$ cat src/rtl/instr_fetch_module_if.sv
// Instruction-memory bus between the fetch stage and the instruction memory.
//   req    fetch request strobe, one cycle per fetch (master -> slave)
//   addr   word-aligned fetch address               (master -> slave)
//   rvalid read data valid, one cycle per response  (slave -> master)
//   rdata  instruction word, valid with rvalid      (slave -> master)
interface instr_fetch_module_if;
  logic        req;
  logic [31:0] addr;
  logic        rvalid;
  logic [31:0] rdata;

  modport master (output req, output addr, input rvalid, input rdata);
  modport slave  (input req, input addr, output rvalid, output rdata);
endinterface

$ cat src/rtl/instr_fetch_module.sv
// Instruction fetch stage feeding the main decoder.
// Holds the PC, fetches one instruction at a time from a variable-latency
// instruction memory, keeps the word stable until the core commits it, then
// steps to PC+4 or the branch target selected by PCSrc.
//
// Ports:
//   clk, rst_n   clock, asynchronous active-low reset
//   imem         instruction-memory bus (master side)
//   instr_valid  instr/pc hold a fetched, uncommitted instruction
//   instr        current instruction word (instr[6:0] is the decoder op)
//   pc           address of the current instruction
//   instr_ready  core commits the current instruction this cycle
//   PCSrc        take branch target on commit
//   ImmExt       sign-extended branch offset
//   instret      retired-instruction counter (wraps)
//   misalign     sticky misaligned-target flag
//
// Build option FETCH_MISALIGN_TRAP_EN: when defined, a commit to a misaligned
// target loads that target into pc, sets misalign and halts until reset.
// When undefined, the target's low two bits are cleared and fetch continues.
//
// state   | meaning
// --------+---------------------------------------------------------
// S_FETCH | drive imem req for one cycle at pc
// S_WAIT  | waiting for imem rvalid, then latch the instruction
// S_ISSUE | instruction presented, waiting for the core to commit
// S_HALT  | misaligned target trapped; left only by reset
module instr_fetch_module #(
  parameter logic [31:0] RESET_PC = 32'h0000_0000
) (
  input  logic                        clk,
  input  logic                        rst_n,
  instr_fetch_module_if.master        imem,
  output logic                        instr_valid,
  output logic [31:0]                 instr,
  output logic [31:0]                 pc,
  input  logic                        instr_ready,
  input  logic                        PCSrc,
  input  logic [31:0]                 ImmExt,
  output logic [31:0]                 instret,
  output logic                        misalign
);

  localparam logic [31:0] NOP = 32'h0000_0013;

  typedef enum logic [1:0] {
    S_FETCH = 2'd0,
    S_WAIT  = 2'd1,
    S_ISSUE = 2'd2,
    S_HALT  = 2'd3
  } state_t;

  state_t      state_q, state_d;
  logic [31:0] pc_q, pc_d;
  logic [31:0] instr_q, instr_d;
  logic        instr_valid_q, instr_valid_d;
  logic [31:0] instret_q, instret_d;
  logic        commit;
  logic [31:0] next_pc;

  assign commit  = instr_valid_q & instr_ready;
  // Modulo-2^32 add; wrap past the top of the address space is intended.
  assign next_pc = pc_q + (PCSrc ? ImmExt : 32'd4);

`ifdef FETCH_MISALIGN_TRAP_EN
  logic misalign_q, misalign_d;
`endif

  always_ff @(posedge clk or negedge rst_n) begin
    if (!rst_n) begin
      state_q       <= S_FETCH;
      pc_q          <= RESET_PC;
      instr_q       <= NOP;
      instr_valid_q <= 1'b0;
      instret_q     <= 32'd0;
`ifdef FETCH_MISALIGN_TRAP_EN
      misalign_q    <= 1'b0;
`endif
    end else begin
      state_q       <= state_d;
      pc_q          <= pc_d;
      instr_q       <= instr_d;
      instr_valid_q <= instr_valid_d;
      instret_q     <= instret_d;
`ifdef FETCH_MISALIGN_TRAP_EN
      misalign_q    <= misalign_d;
`endif
    end
  end

  always_comb begin
    state_d       = state_q;
    pc_d          = pc_q;
    instr_d       = instr_q;
    instr_valid_d = instr_valid_q;
    instret_d     = instret_q;
`ifdef FETCH_MISALIGN_TRAP_EN
    misalign_d    = misalign_q;
`endif
    case (state_q)
      S_FETCH: begin
        state_d = S_WAIT;
      end
      S_WAIT: begin
        if (imem.rvalid) begin
          instr_d       = imem.rdata;
          instr_valid_d = 1'b1;
          state_d       = S_ISSUE;
        end
      end
      S_ISSUE: begin
        if (commit) begin
          instret_d     = instret_q + 32'd1;
          instr_valid_d = 1'b0;
`ifdef FETCH_MISALIGN_TRAP_EN
          pc_d = next_pc;
          if (next_pc[1:0] != 2'b00) begin
            misalign_d = 1'b1;
            state_d    = S_HALT;
          end else begin
            state_d = S_FETCH;
          end
`else
          pc_d    = next_pc & ~32'd3;
          state_d = S_FETCH;
`endif
        end
      end
      S_HALT: begin
        instr_valid_d = 1'b0;
      end
      default: begin
        state_d = S_FETCH;
      end
    endcase
  end

  // Gated by rst_n so no request is seen by the memory while reset is held.
  assign imem.req    = rst_n & (state_q == S_FETCH);
  assign imem.addr   = pc_q;

  assign instr_valid = instr_valid_q;
  assign instr       = instr_q;
  assign pc          = pc_q;
  assign instret     = instret_q;
`ifdef FETCH_MISALIGN_TRAP_EN
  assign misalign    = misalign_q;
`else
  assign misalign    = 1'b0;
`endif

endmodule

$ cat src/flat_wrapper.sv
// flat-port wrapper written by rule: the top's interface ports become plain ports
module instr_fetch_module_flat 
#(
  parameter logic [31:0] RESET_PC = 32'h0000_0000
)
  (clk, rst_n, instr_valid, instr, pc, instr_ready, PCSrc, ImmExt, instret, misalign, imem_req, imem_addr, imem_rvalid, imem_rdata);
  instr_fetch_module_if imem_i ();
  input  logic clk;
  input  logic rst_n;
  output logic instr_valid;
  output logic [31:0] instr;
  output logic [31:0] pc;
  input  logic instr_ready;
  input  logic PCSrc;
  input  logic [31:0] ImmExt;
  output logic [31:0] instret;
  output logic misalign;
  output wire logic [$bits(imem_i.req)-1:0] imem_req;
  output wire logic [$bits(imem_i.addr)-1:0] imem_addr;
  input wire logic [$bits(imem_i.rvalid)-1:0] imem_rvalid;
  input wire logic [$bits(imem_i.rdata)-1:0] imem_rdata;
  assign imem_req = imem_i.req;
  assign imem_addr = imem_i.addr;
  assign imem_i.rvalid = imem_rvalid;
  assign imem_i.rdata = imem_rdata;
  instr_fetch_module #(.RESET_PC(RESET_PC)) u_core (.clk(clk), .rst_n(rst_n), .imem(imem_i), .instr_valid(instr_valid), .instr(instr), .pc(pc), .instr_ready(instr_ready), .PCSrc(PCSrc), .ImmExt(ImmExt), .instret(instret), .misalign(misalign));
endmodule
$ cat config.mk
export PLATFORM = sky130hd
export DESIGN_NAME = instr_fetch_module_flat
export DESIGN_NICKNAME = d
export VERILOG_FILES = /design/src/rtl/instr_fetch_module_if.sv /design/src/rtl/instr_fetch_module.sv /design/src/flat_wrapper.sv
export SDC_FILE = /design/constraint.sdc
export NUM_CORES = 1
export LEC_CHECK = 0
export BUFFER_PORTS_ARGS = -buffer_cell sky130_fd_sc_hd__buf_2
export CAP_MARGIN = 5
export CORE_ASPECT_RATIO = 0.5
export CORE_UTILIZATION = 40
export DETAILED_ROUTE_END_ITERATION = 12
export HOLD_SLACK_MARGIN = 0.05
export MAX_ROUTING_LAYER = met4
export PLACE_DENSITY = 0.66
export SYNTH_ARGS = -nofsm -noshare
export SYNTH_HDL_FRONTEND = slang
export SYNTH_SLANG_ARGS = --single-unit
$ cat constraint.sdc
create_clock -name clk -period 8.6 [get_ports clk]
set_clock_uncertainty 0.15 [all_clocks]
set_input_delay 0 -clock clk [delete_from_list [all_inputs] [get_ports clk]]
set_output_delay 0 -clock clk [all_outputs]
set_load 0.005 [all_outputs]
After elaboration in Yosys (flattened, before gate mapping)
Cells that the tools add are included.
{ "word_totals": {"output_inout_bits": 131, "ff_bits": 97, "elab_cells": 28, "input_bits": 69} }
{ "op_classes": {"n_mux": 7, "n_eq_ne": 5, "addsub": 2, "reduce_logical": 7, "n_bitwise": 2} }
{ "ops": {"columns": ["cell", "count"], "rows": [
  ["$add A32 B1 Y32 const B", 1],
  ["$add A32 B32 Y32", 1],
  ["$mux W32", 1],
  ["$pmux W2 S3", 1],
  ["$reduce_and A3 Y1", 2],
  ["$reduce_bool A3 Y1", 2],
  ["$eq A2 B2 Y1 const B", 2],
  ["$mux W2", 2],
  ["$reduce_and A2 Y1", 2],
  ["$pmux W1 S3", 1],
  ["$and A1 B1 Y1", 2],
  ["$eq A2 B1 Y1 const B", 1],
  ["$logic_not A2 Y1", 1],
  ["$mux W1", 2],
  ["$ne A2 B1 Y1 const B", 1],
  ["$ne A2 B2 Y1 const B", 1]
]} }

Depth between registers and ports, before layout
{ "logic_depth": {"word_depth": 3, "mapped_depth": 13, "depth_no_buf": 12} }

Worst setup path before layout
Ideal clock, no wire load.
{ "synth_path": {"kind": "register to register", "start": "register u_core.pc_q[2] (netlist: u_core.imem.addr[2])", "end": "register u_core.pc_q[28] (netlist: u_core.imem.addr[28])", "setup_time_ps": 131, "path_stages_with_launch": 12, "t_arrival_ps": 2472, "slack_ps": 5847, "period_less_slack_ps": 2753, "path_buffers": 0, "required_ps": 8319, "cell_sequence": "dfrtp_1 ha_1 inv_1 fa_1 nor2b_1 o21ai_0 a21oi_1 o31ai_2 a211oi_2 a311oi_1 and4b_1 or3_1"} }
{ "synth_via": {"elab_chain_len": 1} }
{ "synth_rtl": {"columns": ["item", "line_no", "text"], "rows": [
  ["from (decl)", "instr_fetch_module.sv:54", "logic [31:0] pc_q, pc_d;"],
  ["from (signal assigned)", "instr_fetch_module.sv:81", "pc_q <= pc_d;"],
  ["$add A32 B32 Y32", "instr_fetch_module.sv:63", "assign next_pc = pc_q + (PCSrc ? ImmExt : 32'd4);"]
]} }
No other way between the ends.
A chain may end at the register's enable or synchronous reset.

Worst setup path in the final report
{ "layout_path": {"start": "register u_core.state_q[0]", "end": "register u_core.instret_q[28] (netlist: u_core.instret[28])"} }
{ "layout_via": {"elab_chain_len": 2} }
{ "layout_rtl": {"columns": ["item", "line_no", "text"], "rows": [
  ["from (decl)", "instr_fetch_module.sv:53", "state_t state_q, state_d;"],
  ["from (signal assigned)", "instr_fetch_module.sv:80", "state_q <= state_d;"],
  ["$eq A2 B2 Y1", "instr_fetch_module.sv:100", "case (state_q)"],
  ["$reduce_and A2 Y1 (no line)", null, null],
  ["to (signal assigned)", "instr_fetch_module.sv:84", "instret_q <= instret_d;"],
  ["to (decl)", "instr_fetch_module.sv:57", "logic [31:0] instret_q, instret_d;"]
]} }
No other way between the ends.

==> metrics.md <==
| Metric | Value |
|---|---|
| Status | `completed` |
| Synth warnings | `0` |
| Number of post-CTS setup repair buffers | `0` |
| Post-synthesis cell count | `599` |
| Top Layer Used | `met4` |
| Worst-margin pin slew | `0.827 ns` |
| CTS Sinks | `97` |
| Setup Viol. Count Final | `0` |
| Clk network pwr share | `0.196` |
| Max Clk Rate | `304 MHz` |
| Psw | `741 µW` |
| Initial antenna violation count | `0` |
| Crit path capture type | `register` |
| CTS Buf Count | `9` |
| Peak supply drop | `0.112 mV` |
| Static Leak | `0.00386 µW` |
| Final Max Slew Viols | `0` |
| Slew margin rel. | `0.449` |
| Worst R2R Setup Slack | `5.31 ns` |
| Die area | `15200 µm²` |
| CTS tree | `built` |
| Hold-fix buffers, CTS | `slightly above 40` |
| Clk Latency, worst-skew pair | `0.34 ns` |
| Critical path type | `register to register` |
| Area delta synth->final | `27.6%` |
| I/O pin total | `200` |
| CTS resizes | `0` |
| Row cnt | `30` |
| Post-Layout Cell Count | `993` |
| Number of diodes | `0` |
| Chip height | `87.7 µm` |
| Crit-path max FO | `14` |
| Comb pwr share | `0.441` |
| H-Tree Depth | `3` |
| Final setup TNS | `0 ns` |
| Met3 wire length | `473 µm` |
| Drt total wl | `13.4 mm` |
| Top cells by area, synth | `dfrtp_1 (40%), ha_1 (7.7%), mux2_2 (6.1%), xnor2_1 (4.8%), nand2_1 (4.5%)` |
| Detailed-route via count | `4848` |
| Synth top cells by count | `dfrtp_1 (94), nand2_1 (71), ha_1 (36)` |
| Flop pwr share | `0.363` |
| Startpoint Class | `register` |
| Finished Cell Area | `7500 µm²` |
| Synth cell types | `63` |
| Count leader, synth | `dfrtp_1` |
| Hold WC Path Type | `input port to register` |
| GPL Wtd Cong | `0.837` |
| First-pass GRT wire length | `21.9 mm` |
| Die width | `173 µm` |
| GR Overflow Total | `0` |
| Period utilization | `0.383` |
| Drt first pass iters | `4` |
| Metal2 WL | `6.68 mm` |
| Worst Path Arrival | `3.37 ns` |
| Avg Cell Area, Syn | `9.81 µm²` |
| Core outline area | `13900 µm²` |
| Async S/R FF share, synth | `1.00` |
| Synth area leader | `dfrtp_1` |
| Number of global-route vias before repair | `4539` |
| Drt wl/cell | `13.5 µm` |
| Port buffer count | `roughly 190` |
| DR iter-0 viols | `200` |
| Mapped Area | `5870 µm²` |
| Dpl cells | `936` |
| Int Pwr | `1280 µW` |
| Worst-path clk slew | `~0.070 ns` |
| ANT nets after route | `0` |
| RSZ-0062 raised after global routing | `false` |
| Clk buf depth | `2` |
| Vias per cell | `4.88` |
| Largest net degree at the start of global routing | `68` |
| Post-synthesis sequential area ratio | `0.414` |
| CTS root buf | `clkbuf_16` |
| #FFs+latches synth | `97` |
| DRT met1 WL | `6.21 mm` |
| Layout Nets | `~900` |
| Sw Ratio | `0.366` |
| Total GRT Usage | `0.184` |
| Pwr Density | `270 nW/µm²` |
| DRC violations left | `0` |
| DP HPWL | `9.56 mm` |
| Max Cap Viol | `0` |
| CP required | `8.67 ns` |
| Final min period | `about 3.3 ns` |
| Fraction of layout cells with a size suffix above 1 | `0.318` |
| Top FF cell, synth | `dfrtp_1` |
| Final Hold Viols | `0` |
| Cell Area, Placed | `6780 µm²` |
| Initial core utilization | `0.422` |
| Post-synth EDFFs | `0` |
| Area share of the leading cell type in the synthesized netlist | `0.400` |
metal layers:
metal,track usage,vias to the layer above
met1,0.226,2296
met4,0.0386,0
li1,-,2445
met5,-,-
met2,0.319,101
met3,0.0334,6
state kept, by name, summed over array words and instances, names as in the netlist:
name	flops
u_core.instret	32
u_core.instr_valid	1
u_core.imem.addr	30
u_core.instr	32
u_core.state_q	2
area by class of cell:
type	count	area (µm²)
multi-input cells	441	3080
repair buffers	236	1410
flip-flops and latches	97	2430
clock buffers	10	239
well taps	192	240
inverters	11	41.3
fillers	1306	6430
clock inverters	6	60.1
per-stage QoR:
| stage | utilization | hold slack [ns] | total power [µW] | worst slack, ns |
|---|---|---|---|---|
| 2_1_floorplan | - | -0.446 | 1360 | 5.85 |
| 3_3_place_gp | 0.487 | -0.165 | 1590 | 5.36 |
| 3_5_place_dp | 0.487 | -0.168 | 1620 | 5.33 |
| 4_1_cts | 0.538 | 0.107 | 2050 | 5.32 |
| 5_1_grt | 0.538 | 0.129 | 2190 | 5.10 |
| 6_report | 0.538 | 0.113 | 2020 | 5.31 |
placed cells by master, fill, tap and decap left out, types with 3 or more instances in the layout:
| cell type | instances |
|---|---|
| a211oi_1 | 4 |
| a21o_1 | 14 |
| a21oi_1 | 26 |
| a31oi_1 | 6 |
| and2_1 | 32 |
| and3_1 | 9 |
| buf_2 | 191 |
| buf_4 | 4 |
| clkbuf_16 | 9 |
| clkinv_4 | 3 |
| conb_1 | 5 |
| dfrtp_1 | 94 |
| dfstp_2 | 3 |
| dlygate4sd3_1 | 40 |
| ha_1 | 36 |
| inv_1 | 11 |
| mux2_2 | 32 |
| mux2i_1 | 4 |
| nand2_1 | 71 |
| nand2b_1 | 5 |
| nand3_1 | 12 |
| nand4_1 | 6 |
| nor2_1 | 26 |
| nor2b_1 | 9 |
| nor3_1 | 4 |
| nor3b_1 | 3 |
| o211ai_1 | 3 |
| o21ai_0 | 34 |
| o41ai_1 | 3 |
| or3_1 | 6 |
| xnor2_1 | 32 |
| xor2_1 | 19 |
worst max-delay path, stage by stage (launching register included):
cell and delay (ns):
dfrtp_1 0.45, inv_1 0.11, ha_1 0.25, and3_1 0.57
and3_1 0.26, nand4_1 0.22, or2_2 0.38, or3_1 0.44
nor2_1 0.14, nand2_1 0.07, xnor2_1 0.13
path summary, 6_finish.rpt:
kind / from / to / cells after the start
max in group asynchronous: rst_n / u_core.instr[2] / 4
min reg2reg: u_core.instret[31] / u_core.instret[31] / 1
max reg2reg: u_core.state_q[0] / u_core.instret[28] / 10
min: ImmExt[20] / u_core.imem.addr[20] / 5
max: u_core.state_q[0] / u_core.instret[28] / 10
min in group asynchronous: rst_n / u_core.imem.addr[6] / 4
power by group through the flow:
stage | registers, µW | clock network [µW] | logic, µW
finish | 735 | 396 | 894
detailed placement | 744 | 0 | 871
floorplan | 744 | 0 | 614
CTS | 736 | 411 | 900
global route | 760 | 429 | 1000
global placement | 735 | 0 | 858
kinds of logic (layout without fill, tap and decap cells):
group / Yosys count / count (layout) / share of synthesized area
compound gates: 115 / 115 / 0.126
buf+inv: 65 / 263 / 0.0654
xor+xnor: 51 / 51 / 0.0760
mux: 36 / 36 / 0.0682
fa+ha+maj: 37 / 37 / 0.0801
flops: 97 / 97 / 0.414
simple gates: 197 / 197 / 0.170
other cells: 1 / 5 / 0.000638
No activity file was read; power rests on OpenSTA's default activity.
